$ cat src/rtl/io_timer_pkg.sv
// io_timer_pkg: register offsets, CTRL/STATUS bit indices and FSM state type for io_timer
package io_timer_pkg;
  localparam logic [7:0] OFS_CTRL    = 8'd0;
  localparam logic [7:0] OFS_PRESC   = 8'd1;
  localparam logic [7:0] OFS_RELOAD  = 8'd2;
  localparam logic [7:0] OFS_COUNT   = 8'd3;
  localparam logic [7:0] OFS_STATUS  = 8'd4;
  localparam logic [7:0] OFS_CAPTURE = 8'd5;
  localparam int CTRL_EN      = 0;
  localparam int CTRL_OVF_IE  = 1;
  localparam int CTRL_ONESHOT = 2;
  localparam int CTRL_CAP_IE  = 3;
  localparam int ST_OVF = 0;
  localparam int ST_CAP = 1;
  localparam int ST_RUN = 2;
  typedef enum logic {STOP, RUN} io_timer_state_e;
endpackage

$ cat src/rtl/io_timer_prescaler.sv
// io_timer_prescaler: tick_o every presc_i+1 clocks while run_i (clk_i, rst_i, run_i, clr_i, presc_i, tick_o)
module io_timer_prescaler (
  input  logic       clk_i,
  input  logic       rst_i,
  input  logic       run_i,
  input  logic       clr_i,
  input  logic [7:0] presc_i,
  output logic       tick_o
);
  logic [7:0] pcnt;
  assign tick_o = run_i && pcnt == presc_i;
  always_ff @(posedge clk_i or posedge rst_i)
    if (rst_i) pcnt <= '0;
    else pcnt <= (clr_i || tick_o) ? '0 : run_i ? pcnt + 8'd1 : pcnt;
endmodule

$ cat src/rtl/io_timer.sv
// io_timer: port-I/O down-counting timer (clk_i, rst_i, io_addr_i, io_data_i, io_we_i, io_data_o, irq_o, capture_i used only with IO_TIMER_CAPTURE_EN)
module io_timer
  import io_timer_pkg::*;
#(
  parameter logic [7:0] BASE_ADDR  = 8'h10,
  parameter logic [7:0] RELOAD_RST = 8'hFF
) (
  input  logic       clk_i,
  input  logic       rst_i,
  input  logic [7:0] io_addr_i,
  input  logic [7:0] io_data_i,
  input  logic       io_we_i,
  output logic [7:0] io_data_o,
  output logic       irq_o,
  input  logic       capture_i
);
  io_timer_state_e state, state_nxt;
  logic [3:0] ctrl;
  logic [7:0] presc, reload, count, capture, ofs, status;
  logic ovf, cap, sel, wr, tick, hit, os_stop, cap_set;
  logic ctrl_wr, presc_wr, reload_wr, count_wr, status_wr;
  assign ofs       = io_addr_i - BASE_ADDR;
  assign sel       = ofs <= OFS_CAPTURE;
  assign wr        = io_we_i && sel;
  assign ctrl_wr   = wr && ofs == OFS_CTRL;
  assign presc_wr  = wr && ofs == OFS_PRESC;
  assign reload_wr = wr && ofs == OFS_RELOAD;
  assign count_wr  = wr && ofs == OFS_COUNT;
  assign status_wr = wr && ofs == OFS_STATUS;
  assign hit       = tick && !count_wr && count == 8'h00;
  assign os_stop   = hit && ctrl[CTRL_ONESHOT] && !ctrl_wr;
  assign irq_o     = (ovf && ctrl[CTRL_OVF_IE]) || (cap && ctrl[CTRL_CAP_IE]);
  io_timer_prescaler u_presc (
    .clk_i  (clk_i),
    .rst_i  (rst_i),
    .run_i  (state == RUN),
    .clr_i  (presc_wr || (ctrl_wr && io_data_i[CTRL_EN] && state == STOP)),
    .presc_i(presc),
    .tick_o (tick)
  );
  always_comb begin
    state_nxt = ctrl_wr ? (io_data_i[CTRL_EN] ? RUN : STOP) : os_stop ? STOP : state;
    status = 8'h00;
    status[ST_OVF] = ovf;
    status[ST_CAP] = cap;
    status[ST_RUN] = state == RUN;
  end
  assign io_data_o = !sel                ? 8'h00 :
                     ofs == OFS_CTRL     ? {4'h0, ctrl} :
                     ofs == OFS_PRESC    ? presc :
                     ofs == OFS_RELOAD   ? reload :
                     ofs == OFS_COUNT    ? count :
                     ofs == OFS_STATUS   ? status : capture;
  always_ff @(posedge clk_i or posedge rst_i)
    if (rst_i) begin
      state  <= STOP;
      ctrl   <= '0;
      presc  <= '0;
      reload <= RELOAD_RST;
      count  <= RELOAD_RST;
      ovf    <= 1'b0;
      cap    <= 1'b0;
    end else begin
      state  <= state_nxt;
      ctrl   <= ctrl_wr ? io_data_i[3:0] : os_stop ? ctrl & ~(4'b1 << CTRL_EN) : ctrl;
      presc  <= presc_wr ? io_data_i : presc;
      reload <= reload_wr ? io_data_i : reload;
      count  <= count_wr ? io_data_i : hit ? reload : (tick ? count - 8'd1 : count);
      ovf    <= hit || (ovf && !(status_wr && io_data_i[ST_OVF]));
      cap    <= cap_set || (cap && !(status_wr && io_data_i[ST_CAP]));
    end
`ifdef IO_TIMER_CAPTURE_EN
  logic [2:0] cap_sync;
  assign cap_set = cap_sync[1] && !cap_sync[2];
  always_ff @(posedge clk_i or posedge rst_i)
    if (rst_i) begin
      cap_sync <= '0;
      capture  <= '0;
    end else begin
      cap_sync <= {cap_sync[1:0], capture_i};
      capture  <= cap_set ? count : capture;
    end
`else
  logic unused_capture;
  assign unused_capture = capture_i;
  assign cap_set = 1'b0;
  assign capture = 8'h00;
`endif
endmodule

$ cat config.mk
export PLATFORM = sky130hd
export DESIGN_NAME = io_timer
export DESIGN_NICKNAME = d
export VERILOG_FILES = /design/src/rtl/io_timer_pkg.sv /design/src/rtl/io_timer_prescaler.sv /design/src/rtl/io_timer.sv
export SDC_FILE = /design/constraint.sdc
export NUM_CORES = 1
export LEC_CHECK = 0
export CORE_MARGIN = 3
export CORE_UTILIZATION = 45
export CTS_CLUSTER_DIAMETER = 120
export DETAILED_ROUTE_END_ITERATION = 16
export PLACE_DENSITY_LB_ADDON = 0.3
export SLEW_MARGIN = 20
export SYNTH_ARGS = -nofsm -noshare
export SYNTH_HDL_FRONTEND = slang
export SYNTH_HIERARCHICAL = 1
export SYNTH_SLANG_ARGS = --single-unit
$ cat constraint.sdc
create_clock -name clk_i -period 4.25 [get_ports clk_i]
set_clock_uncertainty 0.05 [all_clocks]
set_input_delay 0.85 -clock clk_i [delete_from_list [all_inputs] [get_ports clk_i]]
set_output_delay 0.85 -clock clk_i [all_outputs]
set_load 0.02 [all_outputs]
==> results.sh <==
export IMPL_cp_data_required_time_ns=3.35
export IMPL_synth_seq_area_share_pct=41.4
export IMPL_clockRootBuffer="clkbuf_8"
export IMPL_antenna_cells_inserted=0
export IMPL_netSwitchingPower_w=0.000282
export IMPL_synth_top_family_by_area="simple AND/OR/NAND/NOR gates"
export IMPL_syn_to_final_growth_pct=19.9
export IMPL_status="completed"
export IMPL_timing_critical_path_arrival_ns=3.20
export IMPL_pwr_density_cell_mw_per_mm2=350
export IMPL_rrSetupSlack_ns=1.33
export IMPL_synth_ff_type="dfrtp_1"
export IMPL_worst_reg2reg_endpoint="state$_DFFE_PP0P_"
export IMPL_timing_critical_path_cells="clkdlybuf4s50_1 -> or3_4 -> or3b_2 -> or2_1 -> nor2b_1 -> clkdlybuf4s50_1"
export IMPL_final_setup_worst_slack_ns=0.150
export IMPL_cp_start_kind="input port"
export IMPL_multiInputGateArea_mm2=0.00129
export IMPL_p_leak_nw=1.15
export IMPL_detailedRoute_firstIterationViolations=84
export IMPL_unrepaired_setup_endpoints_after_global_routing="no"
export IMPL_clock_insertion_delay_worst_skew_ns=0.30
export IMPL_buffer_ports_inserted=27
export IMPL_vdd_ir_drop_max_mv=0.241
export IMPL_post_cts_resized=0
export IMPL_synthArstFlopShare_pct=100
export IMPL_timing_final_crit_share_pct=96.5
export IMPL_critical_path_max_stage_delay_ns=0.61
export IMPL_synth_adder_area_share_pct=1.07
export IMPL_clock_tree_buffer_depth=2
export IMPL_critical_path_slowest_cell="clkdlybuf4s50_1"
export IMPL_synth_xor_xnor_area_share_pct=5.60
export IMPL_row_count=25
export IMPL_vias_per_cell=5.62
export IMPL_grtUsageTotal_pct=18.9
export IMPL_drt_total_wl_mm=5.35
export IMPL_cts_tree="done"
export IMPL_p_sw_share_pct=28.6
export IMPL_critical_path_top_cell_by_count="clkdlybuf4s50_1"
export IMPL_period_minus_slack_ns=4.10
export IMPL_setup_viol=0
export IMPL_cts_clk_slew_worst_paths_ns=0.07
export IMPL_timing_hold_ws_ns=0.482
export IMPL_slew_limit_headroom_pct=27.2
export IMPL_synth_compound_area_share_pct=12.6
export IMPL_initial_antenna_violation_count=0
export IMPL_report_final_hold_viol_count=0
export IMPL_post_cts_buffers=0
export IMPL_place_congestion=0.872
export IMPL_netlist_instances=225
export IMPL_grt_first_pass_wirelength_mm=8.96
export IMPL_cap_viol_max_count=0
export IMPL_wl_per_cell_um=16.5
export IMPL_cts_sinks=38
export IMPL_synth_nets=247
export IMPL_max_slew_violation_count=0
export IMPL_fin_nets=279
export IMPL_type_of_element_capturing_the_critical_path="output pin"
export IMPL_final_layout_size_suffix_gt1_share_pct=25.2
export IMPL_area_sequential_um2=971
export IMPL_route_antenna_remaining_nets=0
export IMPL_hold_buffer_count_at_cts=0
export IMPL_synth_enable_flop_cells=0
export IMPL_fill_cells=461
export IMPL_syn_avg_cell_area_um2=10.4
export IMPL_crit_fanout=5
export IMPL_die_height_um=78.2
export IMPL_min_delay_path_class="reg2reg"
export IMPL_reg2reg_depth=6
export IMPL_setup_tns_ns=0
export IMPL_grt_overflow=0
export IMPL_hold_path_cell_count=1
export IMPL_synth_area_mux_share_pct=15.5
export IMPL_synth_simple_gate_area_share_pct=20.1
export IMPL_pin_count=29
export IMPL_critical_path_reg2reg_startpoint="state$_DFFE_PP0P_"
export IMPL_crit_type="in2out"
export IMPL_place_ws_ns=0.104
export IMPL_dp_final_hpwl_mm=4.01
export IMPL_internal_power_w=0.000702
export IMPL_grt_start_max_net_pins=25
export IMPL_syn_area_mm2=0.00235
export IMPL_initial_core_utilization_pct=48.1
export IMPL_fmax_mhz=244
export IMPL_share_clk_of_total_power_pct=31.0
export IMPL_detailedRoute_firstPassIterationCount=4
export IMPL_yosysWarningCount=6
export IMPL_design_core_area_mm2=0.00488
export IMPL_pwr_share_comb_pct=19.7
export IMPL_hp_start="ctrl[1]$_DFFE_PP0N_"
export IMPL_total_of_flip_flops_plus_latches_after_synthesis=38
export IMPL_finalPower_w=0.000983
export IMPL_route_detailed_drc=0
export IMPL_die_x_um=78.2
export IMPL_tritoncts_num_buffers=5
export IMPL_seq_power_share_pct=49.3
export IMPL_worstMarginPinSlew_ns=1.08
export IMPL_fp_dieArea_mm2=0.00612
export IMPL_number_of_distinct_library_cells_after_synthesis=57
export IMPL_grt_pass1_vias=1781
export IMPL_vias=1825
export IMPL_worstHoldEndpoint="ctrl[1]$_DFFE_PP0N_"
export IMPL_cts_htree_levels=2
## cell families (layout without fill, tap and decap cells)
group / count (synthesis) / after routing
AOI/OAI and AO/OA: 43 / 43
xor gates and xnor gates: 15 / 15
adders and majority gates: 2 / 2
buffers and inverters: 18 / 51
DFF: 38 / 38
muxes: 29 / 29
and+or+nand+nor: 80 / 80
## how the worst max path moves through the flow
stage | slack [ns] | startpoint | to
3_3_place_gp | 0.11 | io_addr_i[7] | io_data_o[3]
3_5_place_dp | 0.10 | io_addr_i[7] | io_data_o[0]
4_1_cts | 0.11 | io_addr_i[7] | io_data_o[0]
6_report | 0.15 | io_addr_i[7] | io_data_o[3]
5_1_grt | 0.06 | io_addr_i[7] | io_data_o[0]
2_1_floorplan | 0.57 | io_addr_i[7] | io_data_o[0]
## state kept, by name, indices dropped and copies added, names as in the netlist
signal / count
reload: 8
cap: 1
ovf: 1
u_presc/pcnt: 8
state: 1
count: 8
ctrl: 3
presc: 8
## critical path, delay by kind of cell
kind | cells | cell delay [ns]
buffers and inverters | 2 | 1.01
and+or+nand+nor | 4 | 1.33
## synthesized netlist by cell type, drive strengths merged, types with 3 or more instances
library cell | n | area share (%)
a21oi | 10 | 2.1
a22oi | 4 | 1.3
and3 | 3 | 0.80
buf | 7 | 2.0
clkbuf | 3 | 0.48
dfrtp | 22 | 23
dfstp | 16 | 18
inv | 8 | 1.3
mux2 | 24 | 13
mux2i | 4 | 1.7
nand2 | 15 | 2.4
nand3 | 5 | 1.1
nand4 | 5 | 1.6
nor2 | 16 | 2.6
nor2b | 3 | 0.80
nor3 | 16 | 4.3
nor3b | 3 | 0.96
nor4b | 4 | 1.8
o21ai | 7 | 1.5
xnor2 | 11 | 4.1
xor2 | 4 | 1.5
## power groups by stage
stage	sequential (W)	combinational (W)	clock (W)
floorplan	0.000473	0.000150	0
global placement	0.000489	0.000191	0
detailed placement	0.000489	0.000194	0
CTS	0.000484	0.000196	0.000310
global route	0.000494	0.000217	0.000322
finish	0.000484	0.000194	0.000305
## cell type report
type	count	share of cell area [%]
multi-input cells	169	45.9
flip-flops and latches	38	34.5
repair buffers	35	11.7
well taps	67	2.98
clock buffers	7	2.71
clock inverters	1	1.07
inverters	8	1.07
## placed cells by master, fill, tap and decap left out, drive strengths merged, types with 3 or more instances in the layout
cell type | Yosys | layout
clkdlybuf4s50 | 0 | 27
mux2 | 24 | 24
dfrtp | 22 | 22
nor2 | 16 | 16
dfstp | 16 | 16
nor3 | 16 | 16
nand2 | 15 | 15
xnor2 | 11 | 11
a21oi | 10 | 10
inv | 8 | 8
buf | 7 | 8
o21ai | 7 | 7
clkbuf | 3 | 7
nand3 | 5 | 5
nand4 | 5 | 5
mux2i | 4 | 4
a22oi | 4 | 4
xor2 | 4 | 4
nor4b | 4 | 4
nor3b | 3 | 3
nor2b | 3 | 3
and3 | 3 | 3
## stage by stage
step	instances	util (%)	instance area (um^2)
CTS	325	57.5	2810
global route	325	57.6	2810
detailed placement	317	55.4	2700
global placement	317	55.4	2700
finish	325	57.6	2810
floorplan	225	-	2350
## layer usage
layer,wire length [um],global-route usage [%],up-vias
met3,204,4.13,7
met1,2480,26.1,887
li1,-,-,891
met2,2590,28.9,40
met4,78,7.52,0
met5,0,0,-
No activity file was read; power rests on OpenSTA's default activity.
